**src/rtl/uart_hex_cmd_parser.sv**
```systemverilog
// UART hex command parser: frames "W<addr><data>\r" / "R<addr>\r" byte streams
// into register-access commands issued on a valid/ready port.
module uart_hex_cmd_parser #(
    parameter int ADDR_DIGITS = 4,
    parameter int DATA_DIGITS = 2
) (
    input  logic                       clk,
    input  logic                       rst,
    input  logic                       rx_valid,
    input  logic [7:0]                 rx_data,
    output logic                       rx_ready,
    output logic                       cmd_valid,
    input  logic                       cmd_ready,
    output logic                       cmd_write,
    output logic [4*ADDR_DIGITS-1:0]   cmd_addr,
    output logic [4*DATA_DIGITS-1:0]   cmd_wdata,
    output logic                       err
);
    localparam int AW = 4 * ADDR_DIGITS;
    localparam int DW = 4 * DATA_DIGITS;
    localparam int MAXD = (ADDR_DIGITS > DATA_DIGITS) ? ADDR_DIGITS : DATA_DIGITS;
    localparam int CW = $clog2(MAXD + 1);
    localparam logic [CW-1:0] LAST_A = CW'(ADDR_DIGITS - 1);
    localparam logic [CW-1:0] LAST_D = CW'(DATA_DIGITS - 1);

    localparam logic [7:0] CH_W  = 8'h57;
    localparam logic [7:0] CH_R  = 8'h52;
    localparam logic [7:0] CH_CR = 8'h0D;
    localparam logic [7:0] CH_LF = 8'h0A;

    typedef enum logic [2:0] {
        S_IDLE,
        S_ADDR,
        S_DATA,
        S_TERM,
        S_ISSUE
    } state_t;

    state_t          state_q, state_d;
    logic            write_q, write_d;
    logic [AW-1:0]   addr_q, addr_d;
    logic [DW-1:0]   wdata_q, wdata_d;
    logic [CW-1:0]   cnt_q, cnt_d;
    logic            err_q, err_d;

    logic            accept;
    logic            is_digit;
    logic [3:0]      nibble;

    ascii_hex_enc u_enc (
        .ascii_i  (rx_data),
        .nibble_o (nibble)
    );

    // Validity is decided here; the encoder's fallback value is never used.
    assign is_digit = ((rx_data >= 8'h30) && (rx_data <= 8'h39))
                   || ((rx_data >= 8'h41) && (rx_data <= 8'h46));

    assign rx_ready  = (state_q != S_ISSUE);
    assign accept    = rx_valid & rx_ready;
    assign cmd_valid = (state_q == S_ISSUE);
    assign cmd_write = write_q;
    assign cmd_addr  = addr_q;
    assign cmd_wdata = wdata_q;
    assign err       = err_q;

    always_ff @(posedge clk) begin
        if (rst) begin
            state_q <= S_IDLE;
            write_q <= 1'b0;
            addr_q  <= '0;
            wdata_q <= '0;
            cnt_q   <= '0;
            err_q   <= 1'b0;
        end else begin
            state_q <= state_d;
            write_q <= write_d;
            addr_q  <= addr_d;
            wdata_q <= wdata_d;
            cnt_q   <= cnt_d;
            err_q   <= err_d;
        end
    end

    always_comb begin
        state_d = state_q;
        write_d = write_q;
        addr_d  = addr_q;
        wdata_d = wdata_q;
        cnt_d   = cnt_q;
        err_d   = 1'b0;
        unique case (state_q)
            S_IDLE: begin
                if (accept) begin
                    if ((rx_data == CH_W) || (rx_data == CH_R)) begin
                        state_d = S_ADDR;
                        write_d = (rx_data == CH_W);
                        addr_d  = '0;
                        wdata_d = '0;
                        cnt_d   = '0;
                    end else if ((rx_data != CH_CR) && (rx_data != CH_LF)) begin
                        err_d = 1'b1;
                    end
                end
            end
            S_ADDR: begin
                if (accept) begin
                    if (!is_digit) begin
                        err_d   = 1'b1;
                        cnt_d   = '0;
                        state_d = S_IDLE;
                    end else begin
                        addr_d = (addr_q << 4) | AW'(nibble);
                        if (cnt_q == LAST_A) begin
                            cnt_d   = '0;
                            state_d = write_q ? S_DATA : S_TERM;
                        end else begin
                            cnt_d = cnt_q + CW'(1);
                        end
                    end
                end
            end
            S_DATA: begin
                if (accept) begin
                    if (!is_digit) begin
                        err_d   = 1'b1;
                        cnt_d   = '0;
                        state_d = S_IDLE;
                    end else begin
                        wdata_d = (wdata_q << 4) | DW'(nibble);
                        if (cnt_q == LAST_D) begin
                            cnt_d   = '0;
                            state_d = S_TERM;
                        end else begin
                            cnt_d = cnt_q + CW'(1);
                        end
                    end
                end
            end
            S_TERM: begin
                if (accept) begin
                    if (rx_data == CH_CR) begin
                        state_d = S_ISSUE;
                    end else begin
                        err_d   = 1'b1;
                        state_d = S_IDLE;
                    end
                end
            end
            S_ISSUE: begin
                if (cmd_ready) begin
                    state_d = S_IDLE;
                end
            end
            default: begin
                state_d = S_IDLE;
            end
        endcase
    end
endmodule

// ASCII to nibble encoder; non-hex characters map to 0.
module ascii_hex_enc (
    input  logic [7:0] ascii_i,
    output logic [3:0] nibble_o
);
    always_comb begin
        nibble_o = 4'h0;
        if ((ascii_i >= 8'h30) && (ascii_i <= 8'h39)) begin
            nibble_o = ascii_i[3:0];
        end else if ((ascii_i >= 8'h41) && (ascii_i <= 8'h46)) begin
            nibble_o = ascii_i[3:0] + 4'd9;
        end
    end
endmodule

```
**config.mk**
```make
export PLATFORM = sky130hd
export DESIGN_NAME = uart_hex_cmd_parser
export DESIGN_NICKNAME = d
export VERILOG_FILES = /design/src/rtl/uart_hex_cmd_parser.sv
export SDC_FILE = /design/constraint.sdc
export NUM_CORES = 1
export LEC_CHECK = 0
export ABC_AREA = 0
export CAP_MARGIN = 5
export CORE_MARGIN = 10
export CORE_UTILIZATION = 55
export CTS_BUF_LIST = sky130_fd_sc_hd__clkbuf_4
export CTS_CLUSTER_DIAMETER = 120
export DETAILED_ROUTE_END_ITERATION = 10
export GPL_TIMING_DRIVEN = 0
export PLACE_DENSITY = 0.93
export SYNTH_ARGS = -nofsm -noshare
export SYNTH_HDL_FRONTEND = slang
export SYNTH_SLANG_ARGS = --single-unit
```
**constraint.sdc**
```tcl
create_clock -name clk -period 3.3 [get_ports clk]
set_input_delay 0.66 -clock clk [delete_from_list [all_inputs] [get_ports clk]]
set_output_delay 0.66 -clock clk [all_outputs]
set_load 0.01 [all_outputs]
```
==> flow_metrics.py, run 1 <==
metrics = {
    "floorplan": {
        "start_util_pct": 57.0,
        "io_pins": 40,
        "std_cell_rows": 21,
        "core_um2": 3360,
        "die_x_um": 79.0,
        "dieArea_um2": 6250,
        "die_y_um": 79.0,
    },
    "synth": {
        "yosysUniqueCellTypes": 58,
        "synth.avg_cell_area_um2": 8.52,
        "synth_ff_type": "dfxtp_1",
        "synth_fp_nets": 246,
        "synth-edff-count": 0,
        "postSynthCellCount": 225,
        "ys_async_sr_fraction_pct": 0,
        "yosysWarnings": 0,
        "syn-cell-area_um2": 1920,
        "ys_seq_elements": 32,
        "synth-seq-area-share_pct": 33.4,
    },
    "flow_run": {
        "max_cap_viol_count": 0,
    },
    "worst_setup_path": {
        "path_class": "in -> reg",
        "arrival_ns": 3.17,
        "worstPathMaxFanout": 10,
        "cp-end-kind": "flop",
        "max_stage_delay_ns": 0.60,
        "crit_chain": "clkdlybuf4s50_1, inv_1, ha_1, nor4b_1, o31ai_4, a31oi_2, buf_4, o21ai_0, a21oi_1",
        "start_kind": "input pin",
        "crit_required_ns": 3.57,
        "cp_slowest_cell": "nor4b_1",
    },
    "finish": {
        "n_antenna_cell": 0,
        "fin_util_pct": 71.5,
        "syn2layout_area_growth_pct": 25.5,
        "drive_gt1_share_pct": 10.7,
        "seq_area_um2": 641,
        "nFillCells": 303,
        "multi_input_area_um2": 1130,
        "fin_nets": 291,
    },
    "sta": {
        "relSlewSlack_pct": 53.3,
        "fmax_mhz": 344,
        "finalHoldViolations": 0,
        "min_period_over_period_pct": 88.1,
        "drv_slew": 0,
        "setup_viol": 0,
        "rsz0062_at_grt": "no",
        "clock_skew_ns": 0.00473,
        "fin_crit_ns": 2.91,
        "setup_ws_ns": 0.393,
        "worst_pin_slew_ns": 0.690,
        "setup_tns_ns": 0,
    },
    "power": {
        "peakVddDrop_mv": 0.162,
        "power.leakage_nw": 0.863,
        "power_density_nw_per_um2": 279,
    },
    "clocking": {
        "clkSlewWorstSetupHoldPaths_ns": 0.09,
        "cts_buffers": 5,
        "clockBufferDepth": 2,
        "insertion_delay_ns": 0.33,
        "cts_hold_buf": 0,
        "cts_sinks": 32,
        "cts.repair.resized": 0,
        "root_buffer": "clkbuf_4",
        "cts_tree": "yes",
        "h-tree-depth": 2,
        "postCtsSetupBuffers": 0,
    },
    "grt": {
        "grt_pass1_vias": 1798,
        "gr-total-overflow": 0,
        "antenna_found_initial": 0,
        "grt_max_degree": 11,
        "grt_pass1_wl_mm": 7.97,
        "grt_usage_pct": 15.1,
    },
    "detailed_routing": {
        "dr.pass1.iters": 4,
        "viasPerCell": 5.85,
        "wl_per_cell_um": 14.8,
        "dr.first_iter.drc_count": 102,
        "ant_nets": 0,
        "vias": 1849,
        "drcViolationCount": 0,
        "wl_mm": 4.68,
    },
    "outcome": {
        "status": "finished clean",
    },
    "worst_hold_path": {
        "min_path_type": "reg -> reg",
    },
    "placed_design": {
        "finalWeightedCongestion": 0.899,
        "dp_slack_ns": 0.0584,
        "dp_hpwl_mm": 3.65,
        "io_buffers": 38,
    },
}
## through the flow
stage | cell area (um2) | total power [mW] | cells | hold slack, ns
after CTS | 2400 | 0.675 | 316 | 0.460
after global placement | 2350 | 0.464 | 309 | 0.441
final | 2400 | 0.670 | 316 | 0.459
after floorplan | 1920 | 0.436 | 225 | 0.457
after global routing | 2400 | 0.702 | 316 | 0.484
after detailed placement | 2350 | 0.466 | 309 | 0.447
## routing by layer
| metal | share of wire [%] | global-route usage [%] | vias to the layer above |
|---|---|---|---|
| li1 | - | - | 902 |
| met1 | 44 | 16.5 | 879 |
| met2 | 48 | 25.8 | 56 |
| met3 | 6.6 | 6.08 | 12 |
| met4 | 1.5 | 5.73 | 0 |
| met5 | 0 | 0 | - |
## Yosys cell counts (all sizes together), types with 2 or more instances
master	instances	area [um2]
a211oi	2	15.0
a21o	2	15.0
a21oi	25	125
a22o	2	17.5
a31oi	4	37.5
and2	4	26.3
and3	3	20.0
and3b	2	17.5
buf	6	57.6
clkbuf	6	43.8
dfxtp	32	641
ha	9	113
inv	8	30.0
mux2i	4	40.0
nand2	27	101
nand2b	4	25.0
nand3	3	15.0
nand3b	5	37.5
nand4	2	12.5
nor2	13	48.8
nor2b	2	12.5
nor3b	5	47.5
nor4	2	12.5
nor4b	3	26.3
o21a	3	22.5
o21ai	21	105
o21bai	4	30.0
o31ai	2	28.8
or4b	2	23.8
## cells by family (layout without fill, tap and decap cells)
| family | count (synthesis) | in the layout | share of synthesized area, % |
|---|---|---|---|
| compound gates | 73 | 73 | 24.2 |
| xor+xnor | 1 | 1 | 0.457 |
| fa+ha+maj | 9 | 9 | 5.87 |
| buf+inv | 22 | 67 | 7.83 |
| flops | 32 | 32 | 33.4 |
| mux | 5 | 5 | 2.68 |
| simple gates | 83 | 83 | 25.5 |
## worst max-delay path: cells and delay by family
family / cells / cell delay (ns)
AO/OA/AOI/OAI: 4 / 0.75
adder cells (fa/ha/maj): 1 / 0.24
buffers and inverters: 3 / 0.93
AND/OR/NAND/NOR: 1 / 0.60
## final timing paths
kind         slack [ns]            to    startpoint  cells after the start
max                0.39  cmd_addr[14]    rx_data[1]                      9
min                0.46  cmd_wdata[4]  cmd_wdata[4]                      2
max reg2reg        1.33  cmd_addr[14]    state_q[0]                      6
min reg2reg        0.46  cmd_wdata[4]  cmd_wdata[4]                      2
## flip-flops by register name (all words and copies together) (netlist names)
| name | count |
|---|---|
| cnt_q | 3 |
| cmd_addr | 16 |
| cmd_write | 1 |
| cmd_wdata | 8 |
| state_q | 3 |
| err | 1 |
## layout by cell type, fill, tap and decap left out, drive strengths merged, types with 3 or more instances in the layout
cell type	instances
clkdlybuf4s50	38
dfxtp	32
nand2	27
a21oi	25
o21ai	21
nor2	13
clkbuf	12
ha	9
inv	8
buf	6
nand3b	5
nor3b	5
o21bai	4
nand2b	4
mux2i	4
and2	4
a31oi	4
nor4b	3
nand3	3
o21a	3
and3	3
## layout make-up
cell class	count	area share, %
Buffer	14	4.99
Clock buffer	6	1.87
Clock inverter	1	0.208
Inverter	8	1.25
Multi-Input combinational cell	171	46.8
Sequential cell	32	26.6
Tap cell	46	2.39
Timing Repair Buffer	38	15.8
## report_power, final
part	internal, mW	switching [mW]	total (mW)	leakage, nW
sequential	0.387	0.000426	0.387	0.258
clock	0.0865	0.126	0.213	0.0315
combinational	0.0318	0.0388	0.0706	0.573
total	0.505	0.165	0.670	0.863
No activity file was read; power rests on OpenSTA's default activity.
==> inputs of run 2 (changes only) <==
CORE_UTILIZATION = 51   (was 55)
PLACE_DENSITY = 0.88   (was 0.93)
RECOVER_POWER = 50   (was default)
==> run 2 against run 1 <==
  * Clock power fell by 2%
  * Die area rose by 5.8%
  * Register-to-register slack got worse by 0.06 ns
  * First-iteration DRC count rose by 13%
  * Routed wire length fell by 3.6%
  * Sequential share of layout area barely moved
  * Worst setup slack got worse by 0.093 ns
  * Critical path type unchanged
  * Largest cell class unchanged
  * Largest power group unchanged
==> flow_metrics.py, run 2 (synthesized netlist as in run 1, its figures left out) <==
metrics = {
    "outcome": {
        "status": "finished clean",
    },
    "worst_setup_path": {
        "crit_family": "buffers and inverters",
        "path_buf_inv": 3,
        "crit_chain": "dlygate4sd3_1, inv_1, ha_1, nor4b_1, o31ai_4, a31oi_2, buf_4, nor2_1, o21a_1",
        "rrSetupSlack_ns": 1.27,
        "worstPathMaxFanout": 10,
        "cp_slowest_cell": "nor4b_1",
        "r2r_start": "state_q[0]",
        "cp-end-kind": "flop",
        "crit_required_ns": 3.54,
        "start_kind": "input pin",
        "cp.depth": 9,
        "reg2reg_to": "cmd_addr[2]",
        "max_stage_delay_ns": 0.63,
        "arrival_ns": 3.24,
        "path_class": "in -> reg",
        "rr_worst_depth": 6,
    },
    "sta": {
        "clock_skew_ns": 0.00818,
        "setup_viol": 0,
        "min_period_over_period_pct": 90.9,
        "rsz0062_at_grt": "no",
        "finalHoldViolations": 0,
        "fin_crit_ns": 3.00,
        "fmax_mhz": 333,
        "relSlewSlack_pct": 49.6,
        "hold_slack_ns": 0.455,
        "worst_pin_slew_ns": 0.746,
        "setup_tns_ns": 0,
        "drv_slew": 0,
    },
    "grt": {
        "grt_max_degree": 11,
        "grt_usage_pct": 13.5,
        "grt_pass1_wl_mm": 7.28,
        "antenna_found_initial": 0,
        "grt_pass1_vias": 1638,
        "gr-total-overflow": 0,
    },
    "detailed_routing": {
        "viasPerCell": 5.61,
        "dr.pass1.iters": 4,
        "dr.first_iter.drc_count": 115,
        "wl_per_cell_um": 14.1,
        "m1WireLength_mm": 1.93,
        "routed-wl-met2_mm": 2.16,
        "wl_met3_um": 374,
        "ant_nets": 0,
        "routed.top_layer": "met4",
        "vias": 1791,
        "drcViolationCount": 0,
        "wl_mm": 4.51,
    },
    "clocking": {
        "root_buffer": "clkbuf_4",
        "cts_sinks": 32,
        "cts.repair.resized": 0,
        "h-tree-depth": 2,
        "insertion_delay_ns": 0.33,
        "cts_hold_buf": 0,
        "cts_tree": "yes",
        "postCtsSetupBuffers": 0,
        "cts_buffers": 5,
        "clockBufferDepth": 2,
        "clkSlewWorstSetupHoldPaths_ns": 0.09,
    },
    "worst_hold_path": {
        "min_delay_worst_endpoint": "cmd_wdata[7]",
        "min_path_cells": 2,
        "min_path_type": "reg -> reg",
        "hp-start": "cmd_wdata[7]",
    },
    "power": {
        "clkPwrFrac_pct": 31.3,
        "peakVddDrop_mv": 0.195,
        "seq_power_share_pct": 58.2,
        "power.switching_uw": 169,
        "switching_share_pct": 25.4,
        "intPower_uw": 496,
        "power.leakage_nw": 0.956,
        "p_comb_share_pct": 10.5,
        "power_density_nw_per_um2": 276,
    },
    "floorplan": {
        "dieArea_um2": 6610,
        "std_cell_rows": 22,
        "io_pins": 40,
        "die_x_um": 81.3,
        "core_um2": 3660,
        "die_y_um": 81.3,
        "start_util_pct": 52.4,
    },
    "finish": {
        "largest_reg_flops": 16,
        "syn2layout_area_growth_pct": 25.7,
        "final_cell_count_no_fill": 319,
        "fin_nets": 291,
        "fin_util_pct": 65.8,
        "final_cell_mix": "dfxtp_1 (32), dlygate4sd3_1 (30), nand2_1 (27), a21oi_1 (25), o21ai_0 (18)",
        "drive_gt1_share_pct": 10.7,
        "final_common_cell": "dfxtp_1",
        "n_antenna_cell": 0,
    },
    "flow_run": {
        "max_cap_viol_count": 0,
    },
    "placed_design": {
        "io_buffers": 38,
        "place_inst": 311,
        "finalWeightedCongestion": 0.872,
        "dp_hpwl_mm": 3.58,
    },
}
## run 2: changes by cell type in the layout (fill, tap and decap cells not counted), sizes merged
cell           previous run  this run
clkbuf                   12        11
clkdlybuf4s50            38         9
clkinv                    1         3
dlygate4sd1               1         0
dlygate4sd2               0         1
dlygate4sd3               1        30
## run 2: how the worst max path moves through the flow
stage / to / startpoint
after detailed placement: cmd_addr[2] / rx_data[1]
after CTS: cmd_addr[2] / rx_data[1]
after global placement: cmd_addr[2] / rx_data[1]
after floorplan: cmd_addr[2] / rx_data[1]
final: cmd_addr[2] / rx_data[0]
after global routing: cmd_addr[5] / rx_data[0]
## run 2: metal layers
| layer | vias up | track usage, % |
|---|---|---|
| li1 | 898 | - |
| met1 | 832 | 15.6 |
| met2 | 55 | 23.2 |
| met3 | 6 | 4.42 |
| met4 | 0 | 3.81 |
| met5 | - | 0 |
## run 2: tightest hold or removal path, delay by kind of cell, from the launching register on
kind,cells,cell delay [ns]
flip-flops,1,0.32
AND/OR/NAND/NOR,1,0.05
AO/OA/AOI/OAI,1,0.05
## run 2: power groups by stage
stage	clock network, mW	registers [mW]	logic [mW]
final	0.208	0.387	0.0700
after global routing	0.230	0.387	0.0758
after CTS	0.210	0.387	0.0700
after detailed placement	0	0.396	0.0695
after global placement	0	0.396	0.0683
after floorplan	0	0.397	0.0393
## run 2: final cells by class
class                      instances  area, um2
buffer                            14        120
tap                               48       60.1
sequential                        32        641
timing repair buffer              38        380
fill                             332       1250
multi-input combinational        171       1130
inverter                           8       30.0
clock inverter                     3       13.8
clock buffer                       5       37.5
## run 2: stage by stage
step | instance area, um2 | worst slack [ns] | power [mW]
after floorplan | 1920 | 0.983 | 0.436
after global placement | 2360 | 0.0816 | 0.464
after detailed placement | 2360 | 0.0191 | 0.466
after CTS | 2410 | 0.362 | 0.668
after global routing | 2410 | 0.200 | 0.693
final | 2410 | 0.301 | 0.665
==> inputs of run 3 (changes only) <==
PLACE_DENSITY = 0.8   (was 0.88)
RECOVER_POWER = default   (was 50)
SYNTH_HIERARCHICAL = 1   (was default)
==> run 3 against run 2 <==
  * Register-to-register slack got worse by 0.07 ns
  * Worst hold slack improved by 0.012 ns
  * Area after synthesis decreased by 2.4%
  * Via count increased by 1.3%
  * Flip-flop and latch count unchanged
  * Clock-buffer cell count unchanged
  * Final cell count decreased by 1.3%
  * Largest power group unchanged
==> flow_metrics.py, run 3 <==
metrics = {
    "finish": {
        "final_common_cell": "clkdlybuf4s50_1",
        "syn2layout_area_growth_pct": 28.2,
        "largest_reg_flops": 16,
        "fin_nets": 287,
        "multi_input_area_um2": 1130,
        "final_cell_mix": "clkdlybuf4s50_1 (39), dfxtp_1 (32), nand2_1 (28), o21ai_0 (13), o32ai_1 (12)",
        "drive_gt1_share_pct": 10.8,
        "n_antenna_cell": 0,
        "seq_area_um2": 641,
        "nFillCells": 297,
    },
    "worst_setup_path": {
        "crit_family": "buffers and inverters",
        "cp_slowest_cell": "a2111oi_4",
        "path_class": "in -> reg",
        "cp.depth": 8,
        "crit_required_ns": 3.50,
        "worstPathMaxFanout": 10,
        "path_buf_inv": 3,
        "arrival_ns": 3.15,
        "rr_worst_depth": 5,
        "cp-end-kind": "flop",
        "start_kind": "input pin",
        "crit_chain": "clkdlybuf4s50_1, buf_6, o21ai_0, nor4b_1, nor2_2, a2111oi_4, buf_2, o32ai_1",
        "max_stage_delay_ns": 0.56,
    },
    "detailed_routing": {
        "wl_mm": 4.83,
        "viasPerCell": 5.76,
        "routed-wl-met2_mm": 2.47,
        "ant_nets": 0,
        "dr.first_iter.drc_count": 90,
        "wl_per_cell_um": 15.3,
        "wl_met3_um": 299,
        "routed.top_layer": "met4",
        "m1WireLength_mm": 2.01,
        "vias": 1815,
        "drcViolationCount": 0,
        "dr.pass1.iters": 4,
    },
    "sta": {
        "relSlewSlack_pct": 50.6,
        "fmax_mhz": 340,
        "setup_tns_ns": 0,
        "rsz0062_at_grt": "no",
        "fin_crit_ns": 2.94,
        "clock_skew_ns": 0.0106,
        "worst_pin_slew_ns": 0.742,
        "min_period_over_period_pct": 89.2,
        "drv_slew": 0,
        "setup_viol": 0,
        "setup_ws_ns": 0.356,
        "finalHoldViolations": 0,
    },
    "power": {
        "switching_share_pct": 23.8,
        "power.leakage_nw": 0.810,
        "power_density_nw_per_um2": 314,
        "seq_power_share_pct": 51.4,
        "peakVddDrop_mv": 0.281,
        "power.switching_uw": 180,
        "clkPwrFrac_pct": 39.5,
        "p_comb_share_pct": 9.1,
        "intPower_uw": 574,
    },
    "synth": {
        "synth-seq-area-share_pct": 34.2,
        "synth_fp_nets": 241,
        "ys_async_sr_fraction_pct": 0,
        "ys_seq_elements": 32,
        "synth_most_common_cell": "dfxtp_1",
        "synth_ff_type": "dfxtp_1",
        "yosysUniqueCellTypes": 51,
        "syn-cell-area_um2": 1870,
        "synth_top_area_share_pct": 34.2,
        "postSynthCellCount": 222,
        "yosysWarnings": 6,
        "synth-edff-count": 0,
        "synth.avg_cell_area_um2": 8.43,
        "synthTopCellsByCount": "dfxtp_1 (32), nand2_1 (28), o21ai_0 (13)",
        "synthTopCellsByArea": "dfxtp_1 (34%), nand2_1 (5.6%), o32ai_1 (5.6%)",
        "synth_top_area_cell": "dfxtp_1",
    },
    "clocking": {
        "cts_hold_buf": 0,
        "clockBufferDepth": 2,
        "cts_tree": "yes",
        "cts_sinks": 32,
        "h-tree-depth": 2,
        "insertion_delay_ns": 0.33,
        "cts_buffers": 5,
        "clkSlewWorstSetupHoldPaths_ns": 0.10,
        "cts.repair.resized": 0,
        "postCtsSetupBuffers": 0,
        "root_buffer": "clkbuf_4",
    },
    "placed_design": {
        "dp_slack_ns": 0.0333,
        "io_buffers": 39,
        "finalWeightedCongestion": 0.811,
        "dp_hpwl_mm": 3.63,
    },
    "floorplan": {
        "core_um2": 3440,
        "dieArea_um2": 6490,
        "die_x_um": 80.6,
        "std_cell_rows": 21,
        "die_y_um": 80.6,
        "io_pins": 40,
        "start_util_pct": 54.3,
    },
    "grt": {
        "grt_pass1_vias": 1730,
        "grt_max_degree": 12,
        "gr-total-overflow": 0,
        "antenna_found_initial": 0,
        "grt_usage_pct": 15.1,
        "grt_pass1_wl_mm": 8.02,
    },
    "flow_run": {
        "max_cap_viol_count": 0,
    },
    "worst_hold_path": {
        "min_path_type": "reg -> reg",
        "min_path_cells": 2,
    },
    "outcome": {
        "status": "finished clean",
    },
}
[run 3: cell types whose count changed after synthesis, moves of 4 or more]
| cell | change |
|---|---|
| nor3_1 | +4 |
| o21ai_0 | -5 |
| a21oi_1 | -16 |
| o32ai_1 | +12 |
| nand3b_1 | -4 |
| nor2b_1 | +4 |
| nand2b_1 | +7 |
| nand3_1 | +7 |
| mux2i_1 | +5 |
| or4b_2 | +5 |
| clkbuf_1 | +4 |
| o21bai_1 | -4 |
[run 3: cell families (layout without fill, tap and decap cells)]
kind of cell    after synthesis  after routing  synth area share, %
mux                           9              9                 4.82
compound gates               53             53                 21.3
simple gates                 97             97                 29.3
fa+ha+maj                     7              7                 4.68
flops                        32             32                 34.2
buf+inv                      23             70                 5.15
xor+xnor                      1              1                0.468
[run 3: worst paths after layout]
kind / endpoint / slack, ns / start
worst max-delay path: cmd_addr[7] / 0.36 / rx_data[2]
worst min-delay path: cmd_wdata[4] / 0.47 / cmd_wdata[4]
worst max register to register: state_q[1] / 1.20 / state_q[2]
worst min register to register: cmd_wdata[4] / 0.47 / cmd_wdata[4]
[run 3: metal layers]
metal  up-vias  GRT usage (%)
met2        33           26.6
li1        903              -
met4         0           4.58
met5         -              0
met3         8           5.35
met1       871           16.3
[run 3: layout make-up]
class | count | share of cell area (%)
multi-input cells | 167 | 47.3
well taps | 46 | 2.40
plain buffers | 12 | 2.30
clock inverters | 3 | 1.77
flip-flops and latches | 32 | 26.7
inverters | 11 | 1.72
clock buffers | 5 | 1.56
repair buffers | 39 | 16.3
[run 3: power groups by stage]
stage	registers, mW	clock network, mW	logic [mW]
finish	0.387	0.298	0.0688
global route	0.387	0.321	0.0755
CTS	0.387	0.302	0.0682
detailed placement	0.396	0	0.0679
global placement	0.396	0	0.0668
floorplan	0.396	0	0.0363
[run 3: tightest hold or removal path: stages (launching register included)]
cell,delay [ns]
dfxtp_1,0.33
nand2_1,0.05
mux2i_1,0.05
[run 3: stage by stage]
stage | cell area [um2] | util [%] | power (mW) | hold slack (ns) | cells
floorplan | 1870 | - | 0.433 | 0.449 | 222
global placement | 2320 | 67.4 | 0.463 | 0.449 | 307
detailed placement | 2320 | 67.4 | 0.464 | 0.446 | 307
CTS | 2400 | 69.7 | 0.757 | 0.471 | 315
global route | 2400 | 69.7 | 0.784 | 0.501 | 315
finish | 2400 | 69.7 | 0.753 | 0.467 | 315
